### src/rtl/mem_boot_arbiter_if.sv
// Bundles the loader, CPU and memory-port signals seen by mem_boot_arbiter.
// The arbiter uses the slave modport; the loader/CPU/memory side uses master.
interface mem_boot_arbiter_if #(
  parameter int AW = 6,
  parameter int DW = 8
);
  logic          ld_req;
  logic          ld_we;
  logic [AW-1:0] ld_addr;
  logic [DW-1:0] ld_wdata;
  logic          ld_gnt;
  logic          ld_rvalid;
  logic          ld_done;
  logic          ld_halt;

  logic          cpu_resetn;
  logic          cpu_req;
  logic          cpu_we;
  logic [AW-1:0] cpu_addr;
  logic [DW-1:0] cpu_wdata;
  logic          cpu_gnt;
  logic          cpu_rvalid;

  logic [DW-1:0] rdata;

  logic          mem_en;
  logic          mem_we;
  logic [AW-1:0] mem_addr;
  logic [DW-1:0] mem_wdata;
  logic [DW-1:0] mem_rdata;

  modport slave (
    input  ld_req, ld_we, ld_addr, ld_wdata, ld_done, ld_halt,
    input  cpu_req, cpu_we, cpu_addr, cpu_wdata,
    input  mem_rdata,
    output ld_gnt, ld_rvalid,
    output cpu_resetn, cpu_gnt, cpu_rvalid,
    output rdata,
    output mem_en, mem_we, mem_addr, mem_wdata
  );

  modport master (
    output ld_req, ld_we, ld_addr, ld_wdata, ld_done, ld_halt,
    output cpu_req, cpu_we, cpu_addr, cpu_wdata,
    output mem_rdata,
    input  ld_gnt, ld_rvalid,
    input  cpu_resetn, cpu_gnt, cpu_rvalid,
    input  rdata,
    input  mem_en, mem_we, mem_addr, mem_wdata
  );
endinterface

### src/rtl/mem_boot_arbiter.sv
// Single-port memory arbiter: the loader owns the port in BOOT while the CPU is
// held in reset; in RUN the CPU and loader share the port round-robin.
//
// state | meaning
// BOOT  | loader-only access, cpu_resetn held low
// RUN   | CPU released, round-robin between CPU and loader
module mem_boot_arbiter #(
  parameter int AW = 6,
  parameter int DW = 8
) (
  input logic              clk,
  input logic              resetn,
  mem_boot_arbiter_if.slave bus
);

  typedef enum logic {BOOT = 1'b0, RUN = 1'b1} state_t;

  state_t        state_q, state_d;
  logic          last_cpu_q, last_cpu_d;
  logic          cpu_resetn_q, cpu_resetn_d;
  logic          ld_rvalid_q, ld_rvalid_d;
  logic          cpu_rvalid_q, cpu_rvalid_d;
  logic [AW-1:0] addr_q, addr_d;
  logic [DW-1:0] wdata_q, wdata_d;

  logic          ld_gnt;
  logic          cpu_gnt;
  logic          mem_en;
  logic          mem_we;
  logic [AW-1:0] mem_addr;
  logic [DW-1:0] mem_wdata;

  always_comb begin
    state_d = state_q;
    ld_gnt  = 1'b0;
    cpu_gnt = 1'b0;

    unique case (state_q)
      BOOT: begin
        ld_gnt = bus.ld_req;
        if (bus.ld_done) state_d = RUN;
      end
      RUN: begin
        if (bus.cpu_req && bus.ld_req) begin
          // Contention: the side that did not win last time gets the port.
          cpu_gnt = ~last_cpu_q;
          ld_gnt  = last_cpu_q;
        end else begin
          cpu_gnt = bus.cpu_req;
          ld_gnt  = bus.ld_req;
        end
        if (bus.ld_halt) state_d = BOOT;
      end
      default: state_d = BOOT;
    endcase

    if (!resetn) begin
      ld_gnt  = 1'b0;
      cpu_gnt = 1'b0;
    end
  end

  always_comb begin
    mem_en    = ld_gnt | cpu_gnt;
    mem_we    = 1'b0;
    mem_addr  = addr_q;
    mem_wdata = wdata_q;
    if (cpu_gnt) begin
      mem_we    = bus.cpu_we;
      mem_addr  = bus.cpu_addr;
      mem_wdata = bus.cpu_wdata;
    end else if (ld_gnt) begin
      mem_we    = bus.ld_we;
      mem_addr  = bus.ld_addr;
      mem_wdata = bus.ld_wdata;
    end
  end

  always_comb begin
    last_cpu_d   = last_cpu_q;
    if (cpu_gnt)     last_cpu_d = 1'b1;
    else if (ld_gnt) last_cpu_d = 1'b0;
    cpu_resetn_d = (state_d == RUN);
    ld_rvalid_d  = ld_gnt & ~bus.ld_we;
    cpu_rvalid_d = cpu_gnt & ~bus.cpu_we;
    addr_d       = mem_addr;
    wdata_d      = mem_wdata;
  end

  always_ff @(posedge clk) begin
    if (!resetn) begin
      state_q      <= BOOT;
      last_cpu_q   <= 1'b0;
      cpu_resetn_q <= 1'b0;
      ld_rvalid_q  <= 1'b0;
      cpu_rvalid_q <= 1'b0;
      addr_q       <= '0;
      wdata_q      <= '0;
    end else begin
      state_q      <= state_d;
      last_cpu_q   <= last_cpu_d;
      cpu_resetn_q <= cpu_resetn_d;
      ld_rvalid_q  <= ld_rvalid_d;
      cpu_rvalid_q <= cpu_rvalid_d;
      addr_q       <= addr_d;
      wdata_q      <= wdata_d;
    end
  end

  // A read return pending across a reset cycle is suppressed immediately.
  assign bus.ld_rvalid  = ld_rvalid_q & resetn;
  assign bus.cpu_rvalid = cpu_rvalid_q & resetn;
  assign bus.cpu_resetn = cpu_resetn_q;
  assign bus.ld_gnt     = ld_gnt;
  assign bus.cpu_gnt    = cpu_gnt;
  assign bus.rdata      = bus.mem_rdata;
  assign bus.mem_en     = mem_en;
  assign bus.mem_we     = mem_we;
  assign bus.mem_addr   = mem_addr;
  assign bus.mem_wdata  = mem_wdata;

endmodule

### src/flat_wrapper.sv
// flat-port wrapper written by rule: the top's interface ports become plain ports
module mem_boot_arbiter_flat 
#(
  parameter int AW = 6,
  parameter int DW = 8
)
  (clk, resetn, bus_ld_req, bus_ld_we, bus_ld_addr, bus_ld_wdata, bus_ld_done, bus_ld_halt, bus_cpu_req, bus_cpu_we, bus_cpu_addr, bus_cpu_wdata, bus_mem_rdata, bus_ld_gnt, bus_ld_rvalid, bus_cpu_resetn, bus_cpu_gnt, bus_cpu_rvalid, bus_rdata, bus_mem_en, bus_mem_we, bus_mem_addr, bus_mem_wdata);
  mem_boot_arbiter_if #(.AW(AW), .DW(DW)) bus_i ();
  input logic clk;
  input logic resetn;
  input wire logic [$bits(bus_i.ld_req)-1:0] bus_ld_req;
  input wire logic [$bits(bus_i.ld_we)-1:0] bus_ld_we;
  input wire logic [$bits(bus_i.ld_addr)-1:0] bus_ld_addr;
  input wire logic [$bits(bus_i.ld_wdata)-1:0] bus_ld_wdata;
  input wire logic [$bits(bus_i.ld_done)-1:0] bus_ld_done;
  input wire logic [$bits(bus_i.ld_halt)-1:0] bus_ld_halt;
  input wire logic [$bits(bus_i.cpu_req)-1:0] bus_cpu_req;
  input wire logic [$bits(bus_i.cpu_we)-1:0] bus_cpu_we;
  input wire logic [$bits(bus_i.cpu_addr)-1:0] bus_cpu_addr;
  input wire logic [$bits(bus_i.cpu_wdata)-1:0] bus_cpu_wdata;
  input wire logic [$bits(bus_i.mem_rdata)-1:0] bus_mem_rdata;
  output wire logic [$bits(bus_i.ld_gnt)-1:0] bus_ld_gnt;
  output wire logic [$bits(bus_i.ld_rvalid)-1:0] bus_ld_rvalid;
  output wire logic [$bits(bus_i.cpu_resetn)-1:0] bus_cpu_resetn;
  output wire logic [$bits(bus_i.cpu_gnt)-1:0] bus_cpu_gnt;
  output wire logic [$bits(bus_i.cpu_rvalid)-1:0] bus_cpu_rvalid;
  output wire logic [$bits(bus_i.rdata)-1:0] bus_rdata;
  output wire logic [$bits(bus_i.mem_en)-1:0] bus_mem_en;
  output wire logic [$bits(bus_i.mem_we)-1:0] bus_mem_we;
  output wire logic [$bits(bus_i.mem_addr)-1:0] bus_mem_addr;
  output wire logic [$bits(bus_i.mem_wdata)-1:0] bus_mem_wdata;
  assign bus_i.ld_req = bus_ld_req;
  assign bus_i.ld_we = bus_ld_we;
  assign bus_i.ld_addr = bus_ld_addr;
  assign bus_i.ld_wdata = bus_ld_wdata;
  assign bus_i.ld_done = bus_ld_done;
  assign bus_i.ld_halt = bus_ld_halt;
  assign bus_i.cpu_req = bus_cpu_req;
  assign bus_i.cpu_we = bus_cpu_we;
  assign bus_i.cpu_addr = bus_cpu_addr;
  assign bus_i.cpu_wdata = bus_cpu_wdata;
  assign bus_i.mem_rdata = bus_mem_rdata;
  assign bus_ld_gnt = bus_i.ld_gnt;
  assign bus_ld_rvalid = bus_i.ld_rvalid;
  assign bus_cpu_resetn = bus_i.cpu_resetn;
  assign bus_cpu_gnt = bus_i.cpu_gnt;
  assign bus_cpu_rvalid = bus_i.cpu_rvalid;
  assign bus_rdata = bus_i.rdata;
  assign bus_mem_en = bus_i.mem_en;
  assign bus_mem_we = bus_i.mem_we;
  assign bus_mem_addr = bus_i.mem_addr;
  assign bus_mem_wdata = bus_i.mem_wdata;
  mem_boot_arbiter #(.AW(AW), .DW(DW)) u_core (.clk(clk), .resetn(resetn), .bus(bus_i));
endmodule
### config.mk
export PLATFORM = sky130hd
export DESIGN_NAME = mem_boot_arbiter_flat
export DESIGN_NICKNAME = d
export VERILOG_FILES = /design/src/rtl/mem_boot_arbiter_if.sv /design/src/rtl/mem_boot_arbiter.sv /design/src/flat_wrapper.sv
export SDC_FILE = /design/constraint.sdc
export NUM_CORES = 1
export LEC_CHECK = 0
export ABC_AREA = 1
export CAP_MARGIN = 20
export CORE_MARGIN = 4
export CORE_UTILIZATION = 35
export CTS_CLUSTER_DIAMETER = 150
export DETAILED_ROUTE_END_ITERATION = 7
export PLACE_DENSITY = 0.8
export SETUP_SLACK_MARGIN = 0.5
export SLEW_MARGIN = 0
export SYNTH_ARGS = -nofsm -noshare
export SYNTH_HDL_FRONTEND = slang
export SYNTH_SLANG_ARGS = --single-unit
### constraint.sdc
create_clock -name clk -period 1.64 [get_ports clk]
set_input_delay 0.328 -clock clk [delete_from_list [all_inputs] [get_ports clk]]
set_output_delay 0.328 -clock clk [all_outputs]
set_load 0.005 [all_outputs]
Word level (Yosys, flattened, before mapping):

Index checks and enable logic that the tools add are counted.

* add/sub/neg operators: 0
* multipliers: 0
* div/mod/pow operators: 0
* magnitude comparators: 0
* eq/ne operators: 0
* shifts and indexed selects: 0
* muxes and demuxes: 17
* bitwise operators: 9
* reduce and logical (&&, ||, !) cells: 2

Operators with widths (number)
* $mux 8: 2
* $mux 6: 2
* $mux 1: 11
* $and 1x1->1: 4
* $not 1->1: 4
* $pmux 1 s2: 2
* $reduce_bool 2->1: 1
* $logic_and 1x1->1: 1
* $or 1x1->1: 1

* flip-flop bits (word level): 18
* bits in latches: 0
* RAM bits: 0
* memory bits (read-only): 0
* bits of input ports: 44
* output and inout port bits: 29
* logic and storage cells: 34
* memories: 0

Depth between registers and ports, before layout:

Gate-level depths: netlist of run 1.

* depth in word-level cells: 6
* gate-level depth with buffers: 8
* depth with buffers taken out: 7

Worst setup path after synthesis of run 1:

OpenSTA, ideal clock, no wires.

* path type: register to output
* from: register u_core.state_q
* to: output port bus_mem_wdata[6]
* arrival time: 1.071 ns
* required time: 1.312 ns
* slack: 0.241 ns
* cell stages (with the launch flop): 8
* buffers on the path: 1
* path through: dfxtp_1 > nand2_2 > nor2_4 > nand2_4 > buf_6 > or2_0 > nand2_1 > inv_1

* cells in the longest elaborated chain, start to end: 5
* elaborated cells between the ends (all ways): 7
* those cells by class: 6 x mux; 1 x bitwise

Ends and longest elaborated chain
* start: declaration: line mem_boot_arbiter.sv:18 `state_t state_q, state_d;`
* start signal: assignment: line mem_boot_arbiter.sv:100 `state_q <= state_d;`
* $not 1->1: line mem_boot_arbiter.sv:38 `unique case (state_q)`
* $pmux 1 s2: line mem_boot_arbiter.sv:38
* $mux 1: line mem_boot_arbiter.sv:57 `if (!resetn) begin`
* $mux 8: line mem_boot_arbiter.sv:72 `end else if (ld_gnt) begin`
* $mux 8 *: line mem_boot_arbiter.sv:68 `if (cpu_gnt) begin`
* end: declaration: line flat_wrapper.sv:31 `output wire logic [$bits(bus_i.mem_wdata)-1:0] bus_mem_wdata;`

Mark *: on every way between the ends. The rest lies on a longest branch, timed or not.

Worst setup path after layout of run 1:

* from: register u_core.state_q
* to: output port bus_mem_we

* cells in the longest elaborated chain, start to end: 5
* elaborated cells between the ends (all ways): 7
* those cells by class: 6 x mux; 1 x bitwise

Ends and longest elaborated chain
* $not 1->1: line mem_boot_arbiter.sv:38
* $pmux 1 s2: line mem_boot_arbiter.sv:38
* $mux 1: line mem_boot_arbiter.sv:57
* $mux 1: line mem_boot_arbiter.sv:72
* $mux 1 *: line mem_boot_arbiter.sv:68
* end: declaration: line flat_wrapper.sv:29 `output wire logic [$bits(bus_i.mem_we)-1:0] bus_mem_we;`

Marked as above.

==> impl_metrics.tcl, run 1 <==
set metrics [dict create \
    htree_levels 1 \
    grt_max_degree 15 \
    antenna_found_initial 0 \
    dp_slack_ns -0.781 \
    synth_top_area_cell "dfxtp_1" \
    clkSinkCount 18 \
    syn_area_um2 1050 \
    hold_buffers 0 \
    drcViolationCount 0 \
    yosysWarnings 0 \
    initial_core_util 0.373 \
    synth_edf_count 0 \
    setup_viol 22 \
    max_stage_delay_ns 0.38 \
    min_path_type "in2reg" \
    syn-mean-instance-area_um2 6.71 \
    max_slew_margin 0.859 \
    clockBufferDepth 2 \
    drv_cap 0 \
    drtAntennaViolNets 0 \
    syn_inst 156 \
    synthToLayoutAreaGrowth_pct 115 \
    drt-initial-drc-count 21 \
    ys_types 19 \
    fin_area_um2 2250 \
    antennaDiodeCount 0 \
    synth_ff_type "dfxtp_1" \
    grt_first_pass_wirelength_mm 6.80 \
    cts_tree "done" \
    holdPathStages 2 \
    fin_cells 293 \
    p_per_area_nw_per_um2 580 \
    ys_top_cells_by_area "dfxtp_1, nand3_1, nand2_1, or2_0, inv_1" \
    dieHeight_um 62.7 \
    gr-usage-all-layers 0.212 \
    wl_met3_um 287 \
    placed_area_um2 1660 \
    cp_max_fo 8 \
    io_buffers 56 \
    die-area_um2 3930 \
    cp_num_buf_inv 4 \
    io_pins 73 \
    via_per_inst 4.79 \
    p_leak_nw 1.18 \
    crit_family "buffers and inverters" \
    status "complete, but fails checks" \
    peakVddDrop_mv 0.487 \
    synthTopCellsByCount "nand2_1, nand3_1, inv_1, dfxtp_1, nor2_1" \
    worstSetupPathType "reg2out" \
    top_layer_used "met4" \
    num_rows 19 \
    cp.arrival_ns 1.60 \
    cp.depth 9 \
    insertion_delay_ns 0.29 \
    synth_top_area_frac 0.344 \
    tightestPinTransition_ns 0.212 \
    layout_min_cycle_time_ns 1.93 \
    wl_mm 4.05 \
    fmax_ghz 0.518 \
    rsz0062_at_grt "yes" \
    fin_skew_ns 0.00992 \
    reg2reg_slack_ns -0.26 \
    gp_congestion 0.739 \
    multi_input_area_um2 676 \
    setup_slack_ns -0.291 \
    fillers 190 \
    critPathRequiredTime_ns 1.31 \
    hold_viol_final 0 \
    seq_area_frac_synth 0.344 \
    cp-start-kind "flop" \
    timing.setup.tns_ns -4.45 \
    post-synth-top-count-cell "nand2_1" \
    dr_wl_met2_mm 2.12 \
    drive_gt1_frac 0.466 \
    wire_per_inst_um 13.8 \
    slew_violations 0 \
    syn_nets 200 \
    regArea_um2 365 \
    core_um2 2810 \
    grt-ovfl-total 0 \
    dp_cells 242 \
    synthArstFlopShare 0 \
    die_w_um 62.7 \
    violations "setup timing" \
    cts_buffers 3 \
    hpwlAfterDp_mm 2.10 \
    cts_root_buf "clkbuf_4" \
    num_vias 1403 \
    grt_pass1_vias 1451 \
    met1_length_mm 1.59 \
    r2r_cells 15 \
    final_nets 307 \
    fin_crit_sh 1.18 \
    cp-end-kind "output port" \
    fin_hold_ws_ns 0.399 \
    worstPathCellList "nand2_4 > nor2_4 > buf_6 > buf_12 > nand2_8 > buf_6 > nor2_4 > a21oi_2 > buf_2" \
    clkTransAtPathRegs_ns 0.12 \
    slowest_stage "dfxtp_4" \
    firstDrtPassIters 4 \
    yosys_register_bits 18 \
]
layout by cell type (no fill, tap or decap), types with 4 or more instances in the layout:
master            n
clkdlybuf4s50_1  32
buf_6            28
buf_4            27
nand2_1          24
nand3_1          18
inv_1            16
dfxtp_1          16
nor2_1           11
buf_2            11
or2_0            10
nand3_2          10
nand2_2           9
clkbuf_2          6
inv_2             5
nand2_8           4
or2_1             4
buf_12            4
cells by family (layout without fill, tap and decap cells):
group                  count (synthesis)  count (layout)  share of synthesized area
buffers and inverters                 37             140                      0.190
AO/OA/AOI/OAI                          4               4                     0.0215
AND/OR/NAND/NOR                       97             100                      0.444
flip-flops                            18              18                      0.344
worst paths after layout:
check / from / endpoint
worst max-delay path: u_core.state_q$_SDFF_PN0_ / bus_mem_we
worst max register to register: u_core.state_q$_SDFF_PN0_ / u_core.wdata_q[1]$_SDFF_PN0_
worst min register to register: u_core.wdata_q[6]$_SDFF_PN0_ / u_core.wdata_q[6]$_SDFF_PN0_
worst min-delay path: bus_ld_req / u_core.last_cpu_q$_SDFFE_PN0P_
per-stage QoR:
stage	utilization	total power [mW]
2_1_floorplan	-	0.639
3_3_place_gp	0.591	0.855
3_5_place_dp	0.591	0.859
4_1_cts	0.789	1.27
5_1_grt	0.803	1.38
6_report	0.803	1.31
worst register-to-register path, stage by stage, from the launching register on:
cell and delay (ns):
dfxtp_4 0.38, nand2_4 0.05, nor2_4 0.13, buf_6 0.15, buf_12 0.11, nand2_8 0.08, buf_6 0.14, nand3_2 0.05
nand2_2 0.07, buf_6 0.12, buf_6 0.10, buf_6 0.10, buf_6 0.10, buf_6 0.10, buf_6 0.11, nor2_4 0.06
layer usage:
metal / global-route usage / vias to the layer above
met5: 0 / -
met3: 0.0576 / 8
met2: 0.394 / 53
met1: 0.243 / 658
li1: - / 684
met4: 0.0386 / 0
final cells by class:
cell class / instances / area share
Sequential cell: 18 / 0.162
Tap cell: 31 / 0.0172
Inverter: 22 / 0.0372
Timing Repair Buffer: 114 / 0.472
Clock buffer: 4 / 0.0117
Multi-Input combinational cell: 104 / 0.300
sequential cells by signal (all words and copies together), names as in the netlist:
register / cells
u_core.wdata_q: 8
u_core.addr_q: 6
u_core.cpu_rvalid_q: 1
u_core.last_cpu_q: 1
u_core.ld_rvalid_q: 1
u_core.state_q: 1
where the power goes:
part	internal (mW)	total, mW	switching (mW)
registers	0.466	0.478	0.0114
clock network	0.0943	0.236	0.142
logic	0.368	0.593	0.225
total	0.929	1.31	0.378
timing repair:
action                                  4_1_cts  5_1_grt
buffers inserted                             41        3
gates resized for setup                     121       28
cloned                                        3        0
pin swaps                                    32       14
endpoints found under the setup margin       37       36
No activity file was read; power rests on OpenSTA's default activity.
==> run 2, diff against run 1 <==
--- a/config.mk
+++ b/config.mk
@@ -13,7 +13,7 @@
 export DETAILED_ROUTE_END_ITERATION = 7
 export PLACE_DENSITY = 0.8
 export SETUP_SLACK_MARGIN = 0.5
-export SLEW_MARGIN = 0
+export SLEW_MARGIN = 20
 export SYNTH_ARGS = -nofsm -noshare
 export SYNTH_HDL_FRONTEND = slang
 export SYNTH_SLANG_ARGS = --single-unit
==> results of run 2 <==
Final layout, timing and power as in run 1 (identical DEF).
==> run 3, diff against run 2 <==
--- a/config.mk
+++ b/config.mk
@@ -13,7 +13,7 @@
 export DETAILED_ROUTE_END_ITERATION = 7
 export PLACE_DENSITY = 0.8
 export SETUP_SLACK_MARGIN = 0.5
-export SLEW_MARGIN = 20
+export SLEW_MARGIN = 0
 export SYNTH_ARGS = -nofsm -noshare
 export SYNTH_HDL_FRONTEND = slang
 export SYNTH_SLANG_ARGS = --single-unit
==> results of run 3 <==
Final layout, timing and power as in run 1 (identical DEF).
